===== src/rtl/rtc_pkg.sv =====
// Shared RTC register map and scheduler state encoding.
package rtc_pkg;

  localparam logic [7:0] DIR_SEG_C  = 8'h21;
  localparam logic [7:0] DIR_MIN_C  = 8'h22;
  localparam logic [7:0] DIR_HORA_C = 8'h23;
  localparam logic [7:0] DIR_SEG_T  = 8'h41;
  localparam logic [7:0] DIR_MIN_T  = 8'h42;
  localparam logic [7:0] DIR_HORA_T = 8'h43;
  localparam logic [7:0] DIR_DIA    = 8'h24;
  localparam logic [7:0] DIR_MES    = 8'h25;
  localparam logic [7:0] DIR_ANO    = 8'h26;

  typedef enum logic [2:0] {
    IDLE    = 3'd0,
    RD_GO   = 3'd1,
    RD_WAIT = 3'd2,
    WR_GO   = 3'd3,
    WR_WAIT = 3'd4
  } sec_state_t;

endpackage


===== src/rtl/rtc_refresh_tick.sv =====
// Free-running 0..PERIOD-1 counter; o_tick is high for the single cycle before the wrap.
module rtc_refresh_tick #(
  parameter int PERIOD = 10000000,
  parameter int W      = 24
) (
  input  logic i_clk,
  input  logic i_rst,
  output logic o_tick
);

  logic [W-1:0] r_cnt;
  logic         w_wrap;

  assign w_wrap = (r_cnt == W'(PERIOD - 1));
  assign o_tick = w_wrap;

  always_ff @(posedge i_clk or posedge i_rst) begin
    if (i_rst) begin
      r_cnt <= '0;
    end else if (w_wrap) begin
      r_cnt <= '0;
    end else begin
      r_cnt <= r_cnt + W'(1);
    end
  end

endmodule


===== src/rtl/rtc_secuenciador.sv =====
// RTC bus scheduler: periodic read bursts and on-demand write bursts, one bus owner at a time.
// Writes win over reads in IDLE; a stuck burst is aborted after TIMEOUT_CYCLES with a sticky flag.
module rtc_secuenciador
  import rtc_pkg::*;
#(
  parameter int REFRESH_CYCLES = 10000000,
  parameter int TIMEOUT_CYCLES = 65535,
  parameter int CNT_W          = 24
) (
  input  logic       clk,
  input  logic       reset,
  input  logic       Esc_req,
  input  logic       Term_Lect,
  input  logic       Term_Esc,
  input  logic       clk_timerL,
  output logic       Lectura,
  output logic       Escritura,
  output logic       En_clk,
  output logic [7:0] D_Seg,
  output logic [7:0] D_Min,
  output logic [7:0] D_Hora,
  output logic       Sel_Bus,
  output logic       Ocupado,
  output logic       Err_TO
);

  localparam int TO_W = $clog2(TIMEOUT_CYCLES);

  sec_state_t      r_state;
  logic            r_rd_pend;
  logic            r_wr_pend;
  logic [TO_W-1:0] r_to_cnt;
  logic            r_lectura;
  logic            r_escritura;
  logic            r_en_clk;
  logic            r_sel_bus;
  logic            r_ocupado;
  logic            r_err_to;
  logic            w_tick;
  logic            w_to;

  rtc_refresh_tick #(
    .PERIOD (REFRESH_CYCLES),
    .W      (CNT_W)
  ) u_refresh (
    .i_clk  (clk),
    .i_rst  (reset),
    .o_tick (w_tick)
  );

  // The increment that would land on TIMEOUT_CYCLES-1 is the one that aborts.
  assign w_to = (r_to_cnt == TO_W'(TIMEOUT_CYCLES - 2));

  always_ff @(posedge clk or posedge reset) begin
    if (reset) begin
      r_state     <= IDLE;
      r_rd_pend   <= 1'b0;
      r_wr_pend   <= 1'b0;
      r_to_cnt    <= '0;
      r_lectura   <= 1'b0;
      r_escritura <= 1'b0;
      r_en_clk    <= 1'b1;
      r_sel_bus   <= 1'b0;
      r_ocupado   <= 1'b0;
      r_err_to    <= 1'b0;
    end else begin
      r_lectura   <= 1'b0;
      r_escritura <= 1'b0;
      if (w_tick)  r_rd_pend <= 1'b1;
      if (Esc_req) r_wr_pend <= 1'b1;

      case (r_state)
        IDLE: begin
          if (r_wr_pend) begin
            r_state     <= WR_GO;
            r_escritura <= 1'b1;
            r_sel_bus   <= 1'b1;
          end else if (r_rd_pend) begin
            r_state   <= RD_GO;
            r_lectura <= 1'b1;
            r_sel_bus <= 1'b0;
            r_en_clk  <= 1'b1;
          end
        end
        // A request arriving in the GO cycle itself stays pending.
        RD_GO: begin
          r_state   <= RD_WAIT;
          r_ocupado <= 1'b1;
          r_to_cnt  <= '0;
          r_rd_pend <= w_tick;
        end
        RD_WAIT: begin
          if (Term_Lect || w_to) begin
            r_state   <= IDLE;
            r_ocupado <= 1'b0;
            r_en_clk  <= 1'b1;
            if (!Term_Lect) r_err_to <= 1'b1;
          end else begin
            r_en_clk <= ~clk_timerL;
            r_to_cnt <= r_to_cnt + TO_W'(1);
          end
        end
        WR_GO: begin
          r_state   <= WR_WAIT;
          r_ocupado <= 1'b1;
          r_to_cnt  <= '0;
          r_wr_pend <= Esc_req;
        end
        WR_WAIT: begin
          if (Term_Esc || w_to) begin
            r_state   <= IDLE;
            r_ocupado <= 1'b0;
            r_sel_bus <= 1'b0;
            if (!Term_Esc) r_err_to <= 1'b1;
          end else begin
            r_to_cnt <= r_to_cnt + TO_W'(1);
          end
        end
        default: r_state <= IDLE;
      endcase
    end
  end

  assign Lectura   = r_lectura;
  assign Escritura = r_escritura;
  assign En_clk    = r_en_clk;
  assign Sel_Bus   = r_sel_bus;
  assign Ocupado   = r_ocupado;
  assign Err_TO    = r_err_to;
  assign D_Seg     = r_en_clk ? DIR_SEG_C  : DIR_SEG_T;
  assign D_Min     = r_en_clk ? DIR_MIN_C  : DIR_MIN_T;
  assign D_Hora    = r_en_clk ? DIR_HORA_C : DIR_HORA_T;

endmodule


===== config.mk =====
export PLATFORM = sky130hd
export DESIGN_NAME = rtc_secuenciador
export DESIGN_NICKNAME = d
export VERILOG_FILES = /design/src/rtl/rtc_pkg.sv /design/src/rtl/rtc_refresh_tick.sv /design/src/rtl/rtc_secuenciador.sv
export SDC_FILE = /design/constraint.sdc
export NUM_CORES = 1
export LEC_CHECK = 0
export ABC_AREA = 1
export CAP_MARGIN = 15
export CORE_MARGIN = 10
export CORE_UTILIZATION = 45
export CTS_BUF_LIST = sky130_fd_sc_hd__clkbuf_8
export CTS_CLUSTER_DIAMETER = 100
export CTS_CLUSTER_SIZE = 30
export DETAILED_ROUTE_END_ITERATION = 6
export PLACE_DENSITY = 0.77
export SLEW_MARGIN = 20
export SYNTH_ARGS = -nofsm -noshare
export SYNTH_HDL_FRONTEND = slang
export SYNTH_SLANG_ARGS = --single-unit

===== constraint.sdc =====
create_clock -name clk -period 1.8 [get_ports clk]
set_input_delay 0.36 -clock clk [delete_from_list [all_inputs] [get_ports clk]]
set_output_delay 0.36 -clock clk [all_outputs]
set_load 0.02 [all_outputs]

==> results of run 1 <==
[logic make-up after synthesis]
family,after synthesis,share of synthesized area [%]
other,2,0.237
AOI/OAI and AO/OA,16,2.97
adders and majority gates,3,1.19
buffers and inverters,94,14.2
and+or+nand+nor,281,36.7
DFF,51,40.4
xor gates and xnor gates,16,4.43
[what timing repair did]
item	4_1_cts	5_1_grt
resized for setup	7	3
hold buffers	0	0
setup endpoints to repair	7	8
[worst max path at each step]
stage / end / slack, ns / cells after the start
5_1_grt: u_refresh.r_cnt[14]$_DFF_PP0_ / 0.01 / 8
3_5_place_dp: u_refresh.r_cnt[14]$_DFF_PP0_ / 0.05 / 8
3_3_place_gp: u_refresh.r_cnt[14]$_DFF_PP0_ / 0.12 / 8
4_1_cts: u_refresh.r_cnt[14]$_DFF_PP0_ / 0.04 / 8
6_report: Sel_Bus / 0.15 / 1
2_1_floorplan: Err_TO$_DFFE_PP0P_ / 0.21 / 1
[routing by layer]
layer / up-vias / routed length (um)
met1: 1282 / 3080
li1: 1417 / -
met5: - / 0
met3: 6 / 337
met4: 0 / 68
met2: 60 / 3480
[synthesized netlist by cell type, drive strengths merged]
cell | n | area (um^2)
a21oi | 3 | 15.0
buf | 25 | 189
clkbuf | 1 | 3.75
conb | 2 | 7.51
dfrtp | 50 | 1250
dfstp | 1 | 26.3
ha | 3 | 37.5
inv | 68 | 255
nand2 | 149 | 577
nand3 | 31 | 155
nand3b | 1 | 7.51
nand4 | 9 | 56.3
nor2 | 80 | 308
nor3 | 10 | 50.1
o21ai | 12 | 71.3
o21bai | 1 | 7.51
or2 | 1 | 6.26
xnor2 | 5 | 43.8
xor2 | 11 | 96.3
[where the power goes]
part	total, mW	switching [mW]	internal [mW]
Sequential	1.37	0.0930	1.27
Combinational	1.22	0.805	0.411
Clock	0.834	0.415	0.419
[area by class of cell]
cell class	instances	area (um^2)
inverter	68	255
clock buffer	5	68.8
clock inverter	3	46.3
sequential	51	1280
timing repair buffer	31	267
tap	96	120
multi-input combinational	334	1510
fill	692	3290
[flip-flops by register name, indices dropped and copies added, names as in the netlist]
signal,count
r_state,3
Err_TO,1
Sel_Bus,1
Ocupado,1
Lectura,1
r_to_cnt,16
En_clk,1
u_refresh.r_cnt,24
r_wr_pend,1
Escritura,1
r_rd_pend,1
[stage by stage]
| step | hold WS (ns) | total power, mW | util, % |
|---|---|---|---|
| final | 0.278 | 3.42 | 51.9 |
| after CTS | 0.285 | 3.43 | 51.7 |
| after global placement | 0.445 | 2.60 | 50.2 |
| after floorplan | 0.420 | 2.30 | - |
| after global routing | 0.269 | 3.65 | 51.9 |
| after detailed placement | 0.463 | 2.63 | 50.2 |
==> results.md, run 1 <==
* GPL Wtd Cong at 0.877
* Via/cell ratio at 4.70
* Number of diodes at 0
* Initial antenna violation count at 0
* Grt total ovfl at 0
* CTS Root Cell: clkbuf_8
* Fmax at 606 MHz
* Worst EP arrival at roughly 1.3 ns
* Reg-to-Reg End: u_refresh.r_cnt[14]$_DFF_PP0_
* GRT met1 Usage at 15.4%
* Starting Density at 46.3%
* Max clock buf depth at 2
* Largest stage delay, worst path at 0.61 ns
* Most used routing layer in global routing: met2
* Fin. max-slew vios at 0
* Place WS at 0.0531 ns
* DP HPWL at 5.48 mm
* Fin Clk Skew at slightly above 0.008 ns
* Worst Path Max Fanout at 2
* Synth Register Bits at 51
* Post-synthesis sequential area ratio at 40.4%
* DR WL/cell at 11.8 um
* Synthesized instance count at 463
* Commonest non-fill, non-tap cell in the layout: nand2_1
* PwrDens at 964 mW/mm^2
* Critical path required time at 1.44 ns
* Full die area at about 0.011 mm^2
* Nets@finish at 500
* Post-DRT Antenna Nets at 0
* Sink Count at a little over 50
* Die Y at 104 um
* Synth Cell Area at ~0.0032 mm^2
* Syn_area_per_cell at 6.83 um^2
* CP max-delay cell: clkdlybuf4s50_1
* Worst-path clk slew at 0.10 ns
* DRC violation count after routing at 0
* Peak supply drop at around 0.62 mV
* Worst Reg-to-Reg Cells at 8
* Drt pass-1 iters at 5
* Ratio of cells with drive above 1 in the final layout at 7.52%
* # Post-CTS Setup Buffers at 0
* Chip Width at 104 um
* I/O Buffers at 17
* First-pass GRT wire length at about 12 mm
* Syn-to-layout area delta at 12.0%
* RR Startpoint: u_refresh.r_cnt[0]$_DFF_PP0_
* Via count at 2765
* Cell Count Post-Placement at 580
* Largest net degree at the start of global routing at 18
* CTS Buf Count at 5
* CTS tree: done
* Met3 Resource Use GR at slightly below 4%
* Yosys cell types at 26
* Critical path's top delay family: buffers and inverters
* 1st-iter DRT viols at 110
* Site Rows at 30
* Final setup TNS at 0 ns
* Grt met2 use at 22.0%
* Leakage at between 1.5 and 2 nW
* Latest clock arrival within the worst-skew pair at 0.32 ns
* Final setup vio count at 0
* Ys Warns at 0
* Non-Filler Instances at approximately 590
* Gr usage total at 12.9%
* Core Box Area at 0.00683 mm^2
* Vias in the first global route at 2657
* I/O pins at 36
* RSZ-0062 raised after global routing: no
* Reg2reg setup slack at around 0.19 ns
* Most frequent cells in the layout: nand2_1, nor2_1, inv_1, dfrtp_1, nand3_1
* Max-Cap Viols at 0
* Post-placement cell area at 0.00343 mm^2
* Period utilization at roughly 90%
* Worst setup path category: reg -> out
* Hold Vio Cnt, Final at 0
* Final WS setup at 0.150 ns
* Status: finished clean
* CP Capture Type: output port
* WP buf/inv at 1
* CP Launch Type: flip-flop
* CTS H-tree lvls at 2
* Worst min path class: in -> async
* Finished layout cell area at 0.00354 mm^2
* Tmin final at between 1.5 and 2 ns
* Total wire length at just under 7 mm
* CP startpoint: Sel_Bus$_DFFE_PP0P_
* Crit-path cells: clkdlybuf4s50_1
Note: power is estimated with default switching activity, not from simulation.
==> run 2: changes to the inputs <==
- SETUP_SLACK_MARGIN: default -> 0.2
==> run 2 against run 1 <==
  * Die area stayed put
  * Via count is 6.0% higher
  * Fmax is 2.6% higher
  * Combinational power is 25% higher
  * First-iteration DRC count is 8.2% lower
  * Utilization is 3.6 points higher
  * Largest cell class unchanged
  * Largest power group is now combinational logic
==> results.md, run 2 (same netlist as run 1, synthesis figures left out) <==
* Initial antenna violation count at 0 (unchanged)
* Max clock buf depth at 2 (unchanged)
* I/O Buffers at 17 (unchanged)
* DRC violation count after routing at 0 (unchanged)
* Hold Vio Cnt, Final at 0 (unchanged)
* RSZ-0062 raised after global routing: yes
* Final setup vio count at 0 (unchanged)
* Largest net degree at the start of global routing at 18 (unchanged)
* Fmax at 622 MHz (+2.6%)
* Status: finished clean
* Max FFs per register at 24 (unchanged)
* Peak supply drop at 0.669 mV (+7.1%)
* CTS Root Cell: clkbuf_8
* CTS Buf Count at 5 (unchanged)
* Tmin final at 1.61 ns (-0.0422 ns)
* Via count at 2932 (+6.0%)
* Worst Path Max Fanout at 8 (+6)
* Core Box Area at 0.00683 mm^2 (unchanged)
* Post-DRT Antenna Nets at 0 (unchanged)
* 1st-iter DRT viols at 101 (-8.2%)
* Gate power share at 40.7% (+5.1 points)
* Worst min path class: in -> async
* Commonest non-fill, non-tap cell in the layout: nand2_1
* Gr usage total at 13.0% (+0.12 points)
* P_sw at 1.58 mW (+20%)
* Cell Int Power at 2.19 mW (+4.0%)
* First-pass GRT wire length at 12.0 mm (+0.86%)
* Biggest regs: u_refresh.r_cnt (24), r_to_cnt (16), r_state (3)
* Period utilization at 89.3% (-2.3 points)
* DR WL/cell at 12.9 um (+8.6%)
* CP Capture Type: flip-flop
* Grt total ovfl at 0 (unchanged)
* Latest clock arrival within the worst-skew pair at 0.32 ns (about the same)
* Sink Count at 51 (unchanged)
* CP Launch Type: flip-flop
* Syn-to-layout area delta at 19.7%
* Non-Filler Instances at 599 (+1.9%)
* Site Rows at 30 (unchanged)
* Post-placement cell area at 0.00343 mm^2 (unchanged)
* CTS H-tree lvls at 2 (unchanged)
* Leakage at 1.89 nW (+4.7%)
* Overall power at 3.77 mW (+10%)
* Cell Count Post-Placement at 580 (unchanged)
* DP HPWL at 5.48 mm (unchanged)
* Final setup TNS at 0 ns (unchanged)
* Nets@finish at 511 (+2.2%)
* Worst EP arrival at 1.87 ns (+0.58 ns)
* Clock network power share at 22.2% (-2.2 points)
* Via/cell ratio at 4.89 (+4.1%)
* Vias in the first global route at 2691 (+1.3%)
* Finished layout cell area at 0.00379 mm^2 (+6.9%)
* Total wire length at 7.70 mm (+11%)
* Full die area at 0.0108 mm^2 (unchanged)
* GPL Wtd Cong at 0.877 (unchanged)
* Drt pass-1 iters at 5 (unchanged)
* Ratio of cells with drive above 1 in the final layout at 18.7% (+11 points)
* Fin Clk Skew at 0.00682 ns (-0.00143 ns)
* Worst-path clk slew at 0.10 ns (about the same)
* Reg with most FFs: u_refresh.r_cnt
* I/O pins at 36 (unchanged)
* Chip Width at 104 um (unchanged)
* CTS tree: done
* Worst setup path category: reg -> reg
* PwrDens at 995 mW/mm^2 (+3.2%)
* Die Y at 104 um (unchanged)
* Sw Ratio at 41.9% (+3.5 points)
* Final WS setup at 0.192 ns (+0.0422 ns)
* Place WS at 0.0531 ns (unchanged)
* Critical path required time at 2.06 ns (+0.62 ns)
* Max-Cap Viols at 0 (unchanged)
* Fin. max-slew vios at 0 (unchanged)
* Starting Density at 46.3% (unchanged)
* Seq pwr share at 37.2% (-2.8 points)
* Number of diodes at 0 (unchanged)
* Most frequent cells in the layout: nand2_1, nor2_1, inv_1, dfrtp_1, nand3_1
run 2: per-stage QoR:
| step | hold WS (ns) | utilization (%) |
|---|---|---|
| 3_5_place_dp | 0.463 | 50.2 |
| 5_1_grt | 0.270 | 55.4 |
| 6_report | 0.279 | 55.4 |
| 4_1_cts | 0.285 | 52.1 |
| 3_3_place_gp | 0.445 | 50.2 |
| 2_1_floorplan | 0.420 | - |
run 2: cell type report:
cell class / instances / area (um^2)
clock buffers: 5 / 68.8
clock inverters: 3 / 46.3
fillers: 647 / 3050
inverters: 68 / 255
multi-input cells: 336 / 1710
flip-flops and latches: 51 / 1280
well taps: 96 / 120
repair buffers: 40 / 305
run 2: worst max-delay path: stages (launching register included):
cell and delay (ns):
dfrtp_1 0.40, inv_2 0.08, ha_4 0.13, nand2_4 0.05, nor2_4 0.11, nand2_2 0.08
o21ai_4 0.26, nand2_4 0.17, nand2_8 0.14, nand2_2 0.06, nand2_1 0.07
run 2: routing by layer:
layer,wire length [um],vias to the layer above,GRT usage (%),share of wire [%]
li1,-,1444,-,-
met1,3190,1380,15.4,41
met2,3950,97,22.4,51
met3,435,11,3.90,5.6
met4,126,0,3.28,1.6
met5,0,-,0,0
run 2: repair_timing:
item | in CTS | in global routing
endpoints found under the setup margin | 27 | 37
buffers inserted | 2 | 7
cloned | 0 | 2
gates resized for setup | 21 | 63
hold buffers | 0 | 0
pin swaps | 0 | 9
run 2: power groups by stage:
stage                     Clock, mW  Combinational (mW)  Sequential [mW]
after global routing          0.901                1.68             1.41
after detailed placement          0                1.25             1.39
final                         0.835                1.53             1.40
after CTS                     0.854                1.20             1.36
after global placement            0                1.22             1.38
after floorplan                   0               0.866             1.43
run 2: final timing paths:
path,startpoint,end,slack (ns),depth (start not counted)
setup reg to reg,r_to_cnt[1]$_DFFE_PP0P_,r_to_cnt[2]$_DFFE_PP0P_,0.19,10
max in group asynchronous,reset,u_refresh.r_cnt[0]$_DFF_PP0_,1.03,3
hold reg to reg,r_wr_pend$_DFFE_PP0P_,Lectura$_DFF_PP0_,0.48,1
min in group clk,r_wr_pend$_DFFE_PP0P_,Lectura$_DFF_PP0_,0.48,1
hold / removal,reset,r_state[2]$_DFFE_PP0P_,0.28,2
setup / recovery,r_to_cnt[1]$_DFFE_PP0P_,r_to_cnt[2]$_DFFE_PP0P_,0.19,10
==> run 3: changes to the inputs <==
- SLEW_MARGIN: 20 -> default
==> results of run 3 <==
Final layout, timing and power as in run 2 (identical DEF).
